$ cat src/rtl/nn_layer_seq_pkg.sv
// rtl/nn_layer_seq_pkg.sv - shared widths, activation constants and sequencer state encoding
package nn_pkg;
  localparam int DW             = 24;
  localparam int ACT_SAT_THRESH = 8192;
  localparam int ACT_SHIFT      = 5;
  localparam int ACT_OUT_W      = 8;

  typedef enum logic [2:0] {
    IDLE,
    MAC,
    DRAIN,
    WRITE,
    DONE
  } state_t;
endpackage

$ cat src/rtl/nn_layer_seq_if.sv
// rtl/nn_layer_seq_if.sv - scheduler handshake, weight/input memory and output buffer bundle
interface nn_layer_seq_if #(
  parameter int WA_W = 11,
  parameter int XA_W = 7,
  parameter int OA_W = 4
) ();
  logic                         start;
  logic                         busy;
  logic                         done;
  logic [WA_W-1:0]              w_addr;
  logic [nn_pkg::DW-1:0]        w_data;
  logic [XA_W-1:0]              x_addr;
  logic [nn_pkg::DW-1:0]        x_data;
  logic                         out_we;
  logic [OA_W-1:0]              out_addr;
  logic [nn_pkg::ACT_OUT_W-1:0] out_data;
  logic [OA_W:0]                sat_count;

  modport master (
    input  start, w_data, x_data,
    output busy, done, w_addr, x_addr, out_we, out_addr, out_data, sat_count
  );

  modport slave (
    output start, w_data, x_data,
    input  busy, done, w_addr, x_addr, out_we, out_addr, out_data, sat_count
  );
endinterface

$ cat src/rtl/nn_act_clamp.sv
// rtl/nn_act_clamp.sv - clamp/ReLU activation shared by sequential and parallel neuron variants
module nn_act_clamp
  import nn_pkg::*;
(
  input  logic [DW-1:0]        i_s,
  output logic [ACT_OUT_W-1:0] o_act
);
  // Exactly the threshold still takes the window, so bit 13 falls off and 8192 maps to 0
  always_comb begin
    o_act = i_s[ACT_SHIFT +: ACT_OUT_W];
    if (i_s[DW-1]) begin
      o_act = '0;
    end else if (i_s > DW'(ACT_SAT_THRESH)) begin
      o_act = '1;
    end
  end
endmodule

$ cat src/rtl/nn_layer_seq.sv
// rtl/nn_layer_seq.sv - one shared MAC walking every neuron of a fully connected layer
// SAT_CNT_EN builds the saturated-output counter; otherwise sat_count is tied to 0.
module nn_layer_seq
  import nn_pkg::*;
#(
  parameter int N_IN  = 75,
  parameter int N_OUT = 16,
  parameter int WA_W  = 11,
  parameter int XA_W  = 7,
  parameter int OA_W  = 4
) (
  input  logic            clk,
  input  logic            reset,
  nn_layer_seq_if.master  bus
);
  state_t                r_state;
  state_t                w_next;
  logic [OA_W-1:0]       r_j;
  logic [XA_W-1:0]       r_i;
  logic [WA_W-1:0]       r_w_addr;
  logic [DW-1:0]         r_acc;
  logic                  r_pend;
  logic                  r_pend_bias;
  logic [ACT_OUT_W-1:0]  r_out_data;

  logic                  w_busy;
  logic                  w_done;
  logic                  w_we;
  logic                  w_last_in;
  logic                  w_last_out;
  logic [DW-1:0]         w_prod;
  logic [DW-1:0]         w_acc_sum;
  logic [ACT_OUT_W-1:0]  w_act;

  assign w_last_in  = (r_i == XA_W'(N_IN));
  assign w_last_out = (r_j == OA_W'(N_OUT - 1));

  // Memory data lags the address by one cycle; r_pend marks a word arriving now
  assign w_prod    = bus.x_data * bus.w_data;
  assign w_acc_sum = r_acc + (r_pend_bias ? bus.w_data : w_prod);

  nn_act_clamp u_act (
    .i_s   (w_acc_sum),
    .o_act (w_act)
  );

  always_ff @(posedge clk or negedge reset) begin
    if (!reset) begin
      r_state <= IDLE;
    end else begin
      r_state <= w_next;
    end
  end

  always_comb begin
    w_next = r_state;
    w_busy = 1'b0;
    w_done = 1'b0;
    w_we   = 1'b0;
    case (r_state)
      IDLE: begin
        if (bus.start) w_next = MAC;
      end
      MAC: begin
        w_busy = 1'b1;
        if (w_last_in) w_next = DRAIN;
      end
      DRAIN: begin
        w_busy = 1'b1;
        w_next = WRITE;
      end
      WRITE: begin
        w_busy = 1'b1;
        w_we   = 1'b1;
        w_next = w_last_out ? DONE : MAC;
      end
      DONE: begin
        w_done = 1'b1;
        w_next = IDLE;
      end
      default: w_next = IDLE;
    endcase
  end

  always_ff @(posedge clk or negedge reset) begin
    if (!reset) begin
      r_j         <= '0;
      r_i         <= '0;
      r_w_addr    <= '0;
      r_acc       <= '0;
      r_pend      <= 1'b0;
      r_pend_bias <= 1'b0;
      r_out_data  <= '0;
    end else begin
      r_pend      <= (r_state == MAC);
      r_pend_bias <= (r_state == MAC) && w_last_in;
      case (r_state)
        IDLE: begin
          if (bus.start) begin
            r_j      <= '0;
            r_i      <= '0;
            r_w_addr <= '0;
            r_acc    <= '0;
          end
        end
        MAC: begin
          if (!w_last_in) begin
            r_i      <= r_i + XA_W'(1);
            r_w_addr <= r_w_addr + WA_W'(1);
          end
          if (r_pend) r_acc <= w_acc_sum;
        end
        DRAIN: begin
          r_acc      <= w_acc_sum;
          r_out_data <= w_act;
        end
        WRITE: begin
          // Bias sits right before the next neuron's first weight, so one step reaches it
          r_acc    <= '0;
          r_i      <= '0;
          r_w_addr <= r_w_addr + WA_W'(1);
          if (!w_last_out) r_j <= r_j + OA_W'(1);
        end
        default: ;
      endcase
    end
  end

  assign bus.busy     = w_busy;
  assign bus.done     = w_done;
  assign bus.out_we   = w_we;
  assign bus.w_addr   = r_w_addr;
  assign bus.x_addr   = r_i;
  assign bus.out_addr = r_j;
  assign bus.out_data = r_out_data;

`ifdef SAT_CNT_EN
  logic [OA_W:0] r_sat_count;

  always_ff @(posedge clk or negedge reset) begin
    if (!reset) begin
      r_sat_count <= '0;
    end else if ((r_state == IDLE) && bus.start) begin
      r_sat_count <= '0;
    end else if ((r_state == WRITE) && (r_out_data == '1)) begin
      r_sat_count <= r_sat_count + (OA_W + 1)'(1);
    end
  end

  assign bus.sat_count = r_sat_count;
`else
  assign bus.sat_count = '0;
`endif
endmodule

$ cat src/flat_wrapper.sv
// flat-port wrapper written by rule: the top's interface ports become plain ports
module nn_layer_seq_flat import nn_pkg::*;
#(
  parameter int N_IN  = 75,
  parameter int N_OUT = 16,
  parameter int WA_W  = 11,
  parameter int XA_W  = 7,
  parameter int OA_W  = 4
)
  (clk, reset, bus_start, bus_w_data, bus_x_data, bus_busy, bus_done, bus_w_addr, bus_x_addr, bus_out_we, bus_out_addr, bus_out_data, bus_sat_count);
  nn_layer_seq_if #(.WA_W(WA_W), .XA_W(XA_W), .OA_W(OA_W)) bus_i ();
  input  logic clk;
  input  logic reset;
  input wire logic [$bits(bus_i.start)-1:0] bus_start;
  input wire logic [$bits(bus_i.w_data)-1:0] bus_w_data;
  input wire logic [$bits(bus_i.x_data)-1:0] bus_x_data;
  output wire logic [$bits(bus_i.busy)-1:0] bus_busy;
  output wire logic [$bits(bus_i.done)-1:0] bus_done;
  output wire logic [$bits(bus_i.w_addr)-1:0] bus_w_addr;
  output wire logic [$bits(bus_i.x_addr)-1:0] bus_x_addr;
  output wire logic [$bits(bus_i.out_we)-1:0] bus_out_we;
  output wire logic [$bits(bus_i.out_addr)-1:0] bus_out_addr;
  output wire logic [$bits(bus_i.out_data)-1:0] bus_out_data;
  output wire logic [$bits(bus_i.sat_count)-1:0] bus_sat_count;
  assign bus_i.start = bus_start;
  assign bus_i.w_data = bus_w_data;
  assign bus_i.x_data = bus_x_data;
  assign bus_busy = bus_i.busy;
  assign bus_done = bus_i.done;
  assign bus_w_addr = bus_i.w_addr;
  assign bus_x_addr = bus_i.x_addr;
  assign bus_out_we = bus_i.out_we;
  assign bus_out_addr = bus_i.out_addr;
  assign bus_out_data = bus_i.out_data;
  assign bus_sat_count = bus_i.sat_count;
  nn_layer_seq #(.N_IN(N_IN), .N_OUT(N_OUT), .WA_W(WA_W), .XA_W(XA_W), .OA_W(OA_W)) u_core (.clk(clk), .reset(reset), .bus(bus_i));
endmodule
$ cat config.mk
export PLATFORM = sky130hd
export DESIGN_NAME = nn_layer_seq_flat
export DESIGN_NICKNAME = d
export VERILOG_FILES = /design/src/rtl/nn_layer_seq_pkg.sv /design/src/rtl/nn_layer_seq_if.sv /design/src/rtl/nn_act_clamp.sv /design/src/rtl/nn_layer_seq.sv /design/src/flat_wrapper.sv
export SDC_FILE = /design/constraint.sdc
export NUM_CORES = 1
export LEC_CHECK = 0
export CAP_MARGIN = 5
export CORE_MARGIN = 3
export CORE_UTILIZATION = 30
export DETAILED_ROUTE_END_ITERATION = 8
export MAX_ROUTING_LAYER = met4
export SETUP_SLACK_MARGIN = 0.05
export SLEW_MARGIN = 20
export SYNTH_ARGS = -nofsm -noshare
export SYNTH_HDL_FRONTEND = slang
export SYNTH_HIERARCHICAL = 1
export SYNTH_SLANG_ARGS = --single-unit
$ cat constraint.sdc
create_clock -name clk -period 5.46 [get_ports clk]
set_input_delay 0.819 -clock clk [delete_from_list [all_inputs] [get_ports clk]]
set_output_delay 0.819 -clock clk [all_outputs]
set_load 0.1 [all_outputs]
==> metrics.md <==
| Metric | Value |
|---|---|
| Slew headroom | `33.3%` |
| Asr flop ratio synth | `100%` |
| Routed len/inst | `16.5 µm` |
| Clk buf depth | `2` |
| Die height | `214 µm` |
| Clk_skew | `0.00909 ns` |
| Largest net degree at the start of global routing | `60` |
| Crit path time final | `8.54 ns` |
| Flop-to-flop setup slack | `1.08 ns` |
| Port Buf Inserts | `83` |
| Final WS setup | `-3.08 ns` |
| FF-to-FF End | `u_core/bus.out_data[6]$_DFFE_PN0P_` |
| Iteration-0 DRC count of the detailed router | `698` |
| Synth Warn # | `6` |
| Final HPWL DP | `31400 µm` |
| RSZ-0062 raised after global routing | `true` |
| Number of max-cap violations | `0` |
| Yosys reg bits | `59` |
| CP max FO | `8` |
| Mean Syn Cell Area | `8.62 µm²` |
| Vias post-DR | `10946` |
| CTS sink count | `59` |
| Worst path max stage delay | `0.57 ns` |
| Compound-Gate Fraction of Synth Area | `8.91%` |
| Status | `finished, violations left` |
| Hold Path End | `u_core/bus.w_addr[10]$_DFFE_PN0P_` |
| Cell with the most instances on the worst path | `fa_1` |
| Vias in the first global route | `11704` |
| Site Rows | `75` |
| Largest family of logic cells by synthesized area | `adder cells` |
| Worst min path class | `reg2reg` |
| Final WL | `39000 µm` |
| Worst-path clk slew | `0.06 ns` |
| Die Area | `0.0459 mm²` |
| Final setup fails | `25` |
| Area delta synth->final | `32.0%` |
| Cell Area, Synth | `0.0130 mm²` |
| Violated checks | `negative setup slack` |
| Highest-count cells in the layout ignoring fill and taps | `inv_1 (306), buf_4 (216), fa_1 (204)` |
| Critical path arrival | `8.75 ns` |
| Synth Area in XOR/XNOR | `5.80%` |
| R2R depth | `20` |
| Via density | `4.63` |
| Die extent in x | `214 µm` |
| First-pass GRT wire length | `64200 µm` |
| Top FF cell, synth | `dfrtp_1` |
| Placed insts | `2312` |
| Mapped Cells | `1511` |
| Num CTS Buffers | `9` |
| Crit path kind | `in2reg` |
| Endpoints failing hold | `0` |
| H-tree Lvls | `3` |
| Setup crit start kind | `primary input` |
| Max frequency | `117 MHz` |
| CORE AREA | `0.0424 mm²` |
| Share of cells above drive strength 1 | `22.6%` |
| Fillers | `4305` |
| Slew @ Worst Pin | `0.998 ns` |
| Required @ worst endpoint | `5.68 ns` |
| Worst hold path startpoint | `u_core/bus.w_addr[10]$_DFFE_PN0P_` |
| Worst r2r src | `u_core/r_pend_bias$_DFF_PN0_` |
| CP max-delay cell | `fa_1` |
| Simple-gate share of the synthesized area | `17.7%` |
| CP Capture Type | `flip-flop` |
| Mux contribution to synthesized area | `1.60%` |
| Routed Antenna Nets | `0` |
| Initial Util | `30.7%` |
| CTS tree | `built` |
| Hold depth | `1` |
| Synth cell types | `57` |
| Layout Cells excl Fill | `2363` |
| Most common cell after layout, fill and taps aside | `inv_1` |
| Ports | `89` |
| Adder-cell area share of the yosys netlist | `43.5%` |
| Register area share after synthesis | `11.3%` |
| Initial antenna violation count | `0` |
| Fin crit share | `156%` |
| Gp weighted congestion | `0.892` |
| Post-synth EDFFs | `0` |
| Number of diodes | `0` |
| GRT overflow | `0` |
| DRC | `0` |
| Final-report max-slew violation count | `0` |
| Final net count | `2156` |
| First-pass iteration count of the detailed router | `5` |
| CTS root buf | `clkbuf_16` |
| Worst skew pair latency | `0.33 ns` |
| Overall Global Routing Usage | `17.8%` |
## synthesized netlist by cell type, types with 3 or more instances
cell      instances  area share (%)
xnor2_1          58             3.9
o21ai_0          54             2.1
o21bai_1          4            0.23
and2_1          153             7.3
nor3_1            5            0.19
buf_2             3            0.12
dfrtp_1          59              11
o21a_1           10            0.58
fa_1            214              33
a211oi_1          4            0.23
a21oi_1          30             1.2
xor2_1           22             1.5
mux2i_1           4            0.31
a31oi_1          16            0.77
a21o_1           14            0.81
nor4_1            3            0.14
buf_4             7            0.40
o21ai_1           5            0.19
nand3_1           7            0.27
or3_1             3            0.14
o31ai_1           7            0.40
or4_1             3            0.17
mux2_2           15             1.3
and3_1            7            0.34
nand2b_1         15            0.72
a22o_1           22             1.5
clkbuf_1         56             1.6
nand4_1           7            0.34
nor2b_1           4            0.19
nand2_1         198             5.7
ha_1            110              11
nor2_1           49             1.4
inv_1           312             9.0
## cells by family after synthesis
family,Yosys count
other,1
flip-flops,59
buffers and inverters,380
multiplexers,19
adder cells (fa/ha/maj),324
XOR/XNOR,83
AO/OA/AOI/OAI,180
AND/OR/NAND/NOR,465
## registers in the layout, summed over array words and instances (netlist names)
name and count:
u_core/bus.out_addr 4, u_core/r_pend_bias 1, u_core/r_acc 24, u_core/r_state 3
u_core/bus.w_addr 11, u_core/bus.out_data 8, u_core/r_pend 1, u_core/bus.x_addr 7
## critical path, delay by kind of cell
family,cells,cell delay [ns]
AO/OA/AOI/OAI,9,1.33
XOR/XNOR,1,0.15
adder cells (fa/ha/maj),9,4.05
buffers and inverters,7,0.60
multiplexers,2,0.36
AND/OR/NAND/NOR,6,1.42
## through the flow
step	TNS, ns	worst slack (ns)	hold slack (ns)	util [%]	cell area [µm²]
floorplan	-40.95	-2.83	0.477	-	13500
global placement	-69.27	-3.77	0.484	38.3	16200
detailed placement	-70.55	-3.86	0.490	38.3	16200
CTS	-50.70	-3.03	0.496	40.2	17000
global route	-57.48	-3.32	0.524	40.5	17200
finish	-51.08	-3.08	0.490	40.5	17200
## layout make-up
| cell class | count | area (µm²) | share of cell area, % |
|---|---|---|---|
| multi-input cells | 1076 | 10600 | 61.8 |
| repair buffers | 323 | 2870 | 16.7 |
| flip-flops and latches | 59 | 1480 | 8.59 |
| inverters | 312 | 1170 | 6.81 |
| well taps | 577 | 722 | 4.20 |
| clock buffers | 10 | 239 | 1.39 |
| clock inverters | 6 | 88.8 | 0.517 |
## layer usage
metal	routed length [µm]	up-vias	global-route usage, %	part of all wire (%)
li1	-	5143	-	-
met1	18600	5486	25.1	48
met2	18000	282	28.4	46
met3	1730	35	1.54	4.4
met4	646	0	3.19	1.7
met5	0	-	-	0
## how the worst max path moves through the flow
stage	start	to	slack [ns]
2_1_floorplan	bus_x_data[4]	u_core/bus.out_data[3]$_DFFE_PN0P_	-2.83
3_3_place_gp	bus_w_data[6]	u_core/bus.out_data[2]$_DFFE_PN0P_	-3.77
3_5_place_dp	bus_w_data[0]	u_core/bus.out_data[4]$_DFFE_PN0P_	-3.86
4_1_cts	bus_w_data[5]	u_core/bus.out_data[5]$_DFFE_PN0P_	-3.03
5_1_grt	bus_w_data[5]	u_core/bus.out_data[6]$_DFFE_PN0P_	-3.32
6_report	bus_w_data[5]	u_core/bus.out_data[6]$_DFFE_PN0P_	-3.08
## timing repair
item | CTS | global route
pin swaps | 34 | 9
setup endpoints to repair | 26 | 26
gates cloned | 4 | 0
hold buffers | 0 | 0
gates resized for setup | 149 | 34
buffers inserted | 26 | 7
Power is left out: the tool's default activity adds up to more than one toggle a clock period on the data nets, which glitch-free logic cannot reach.
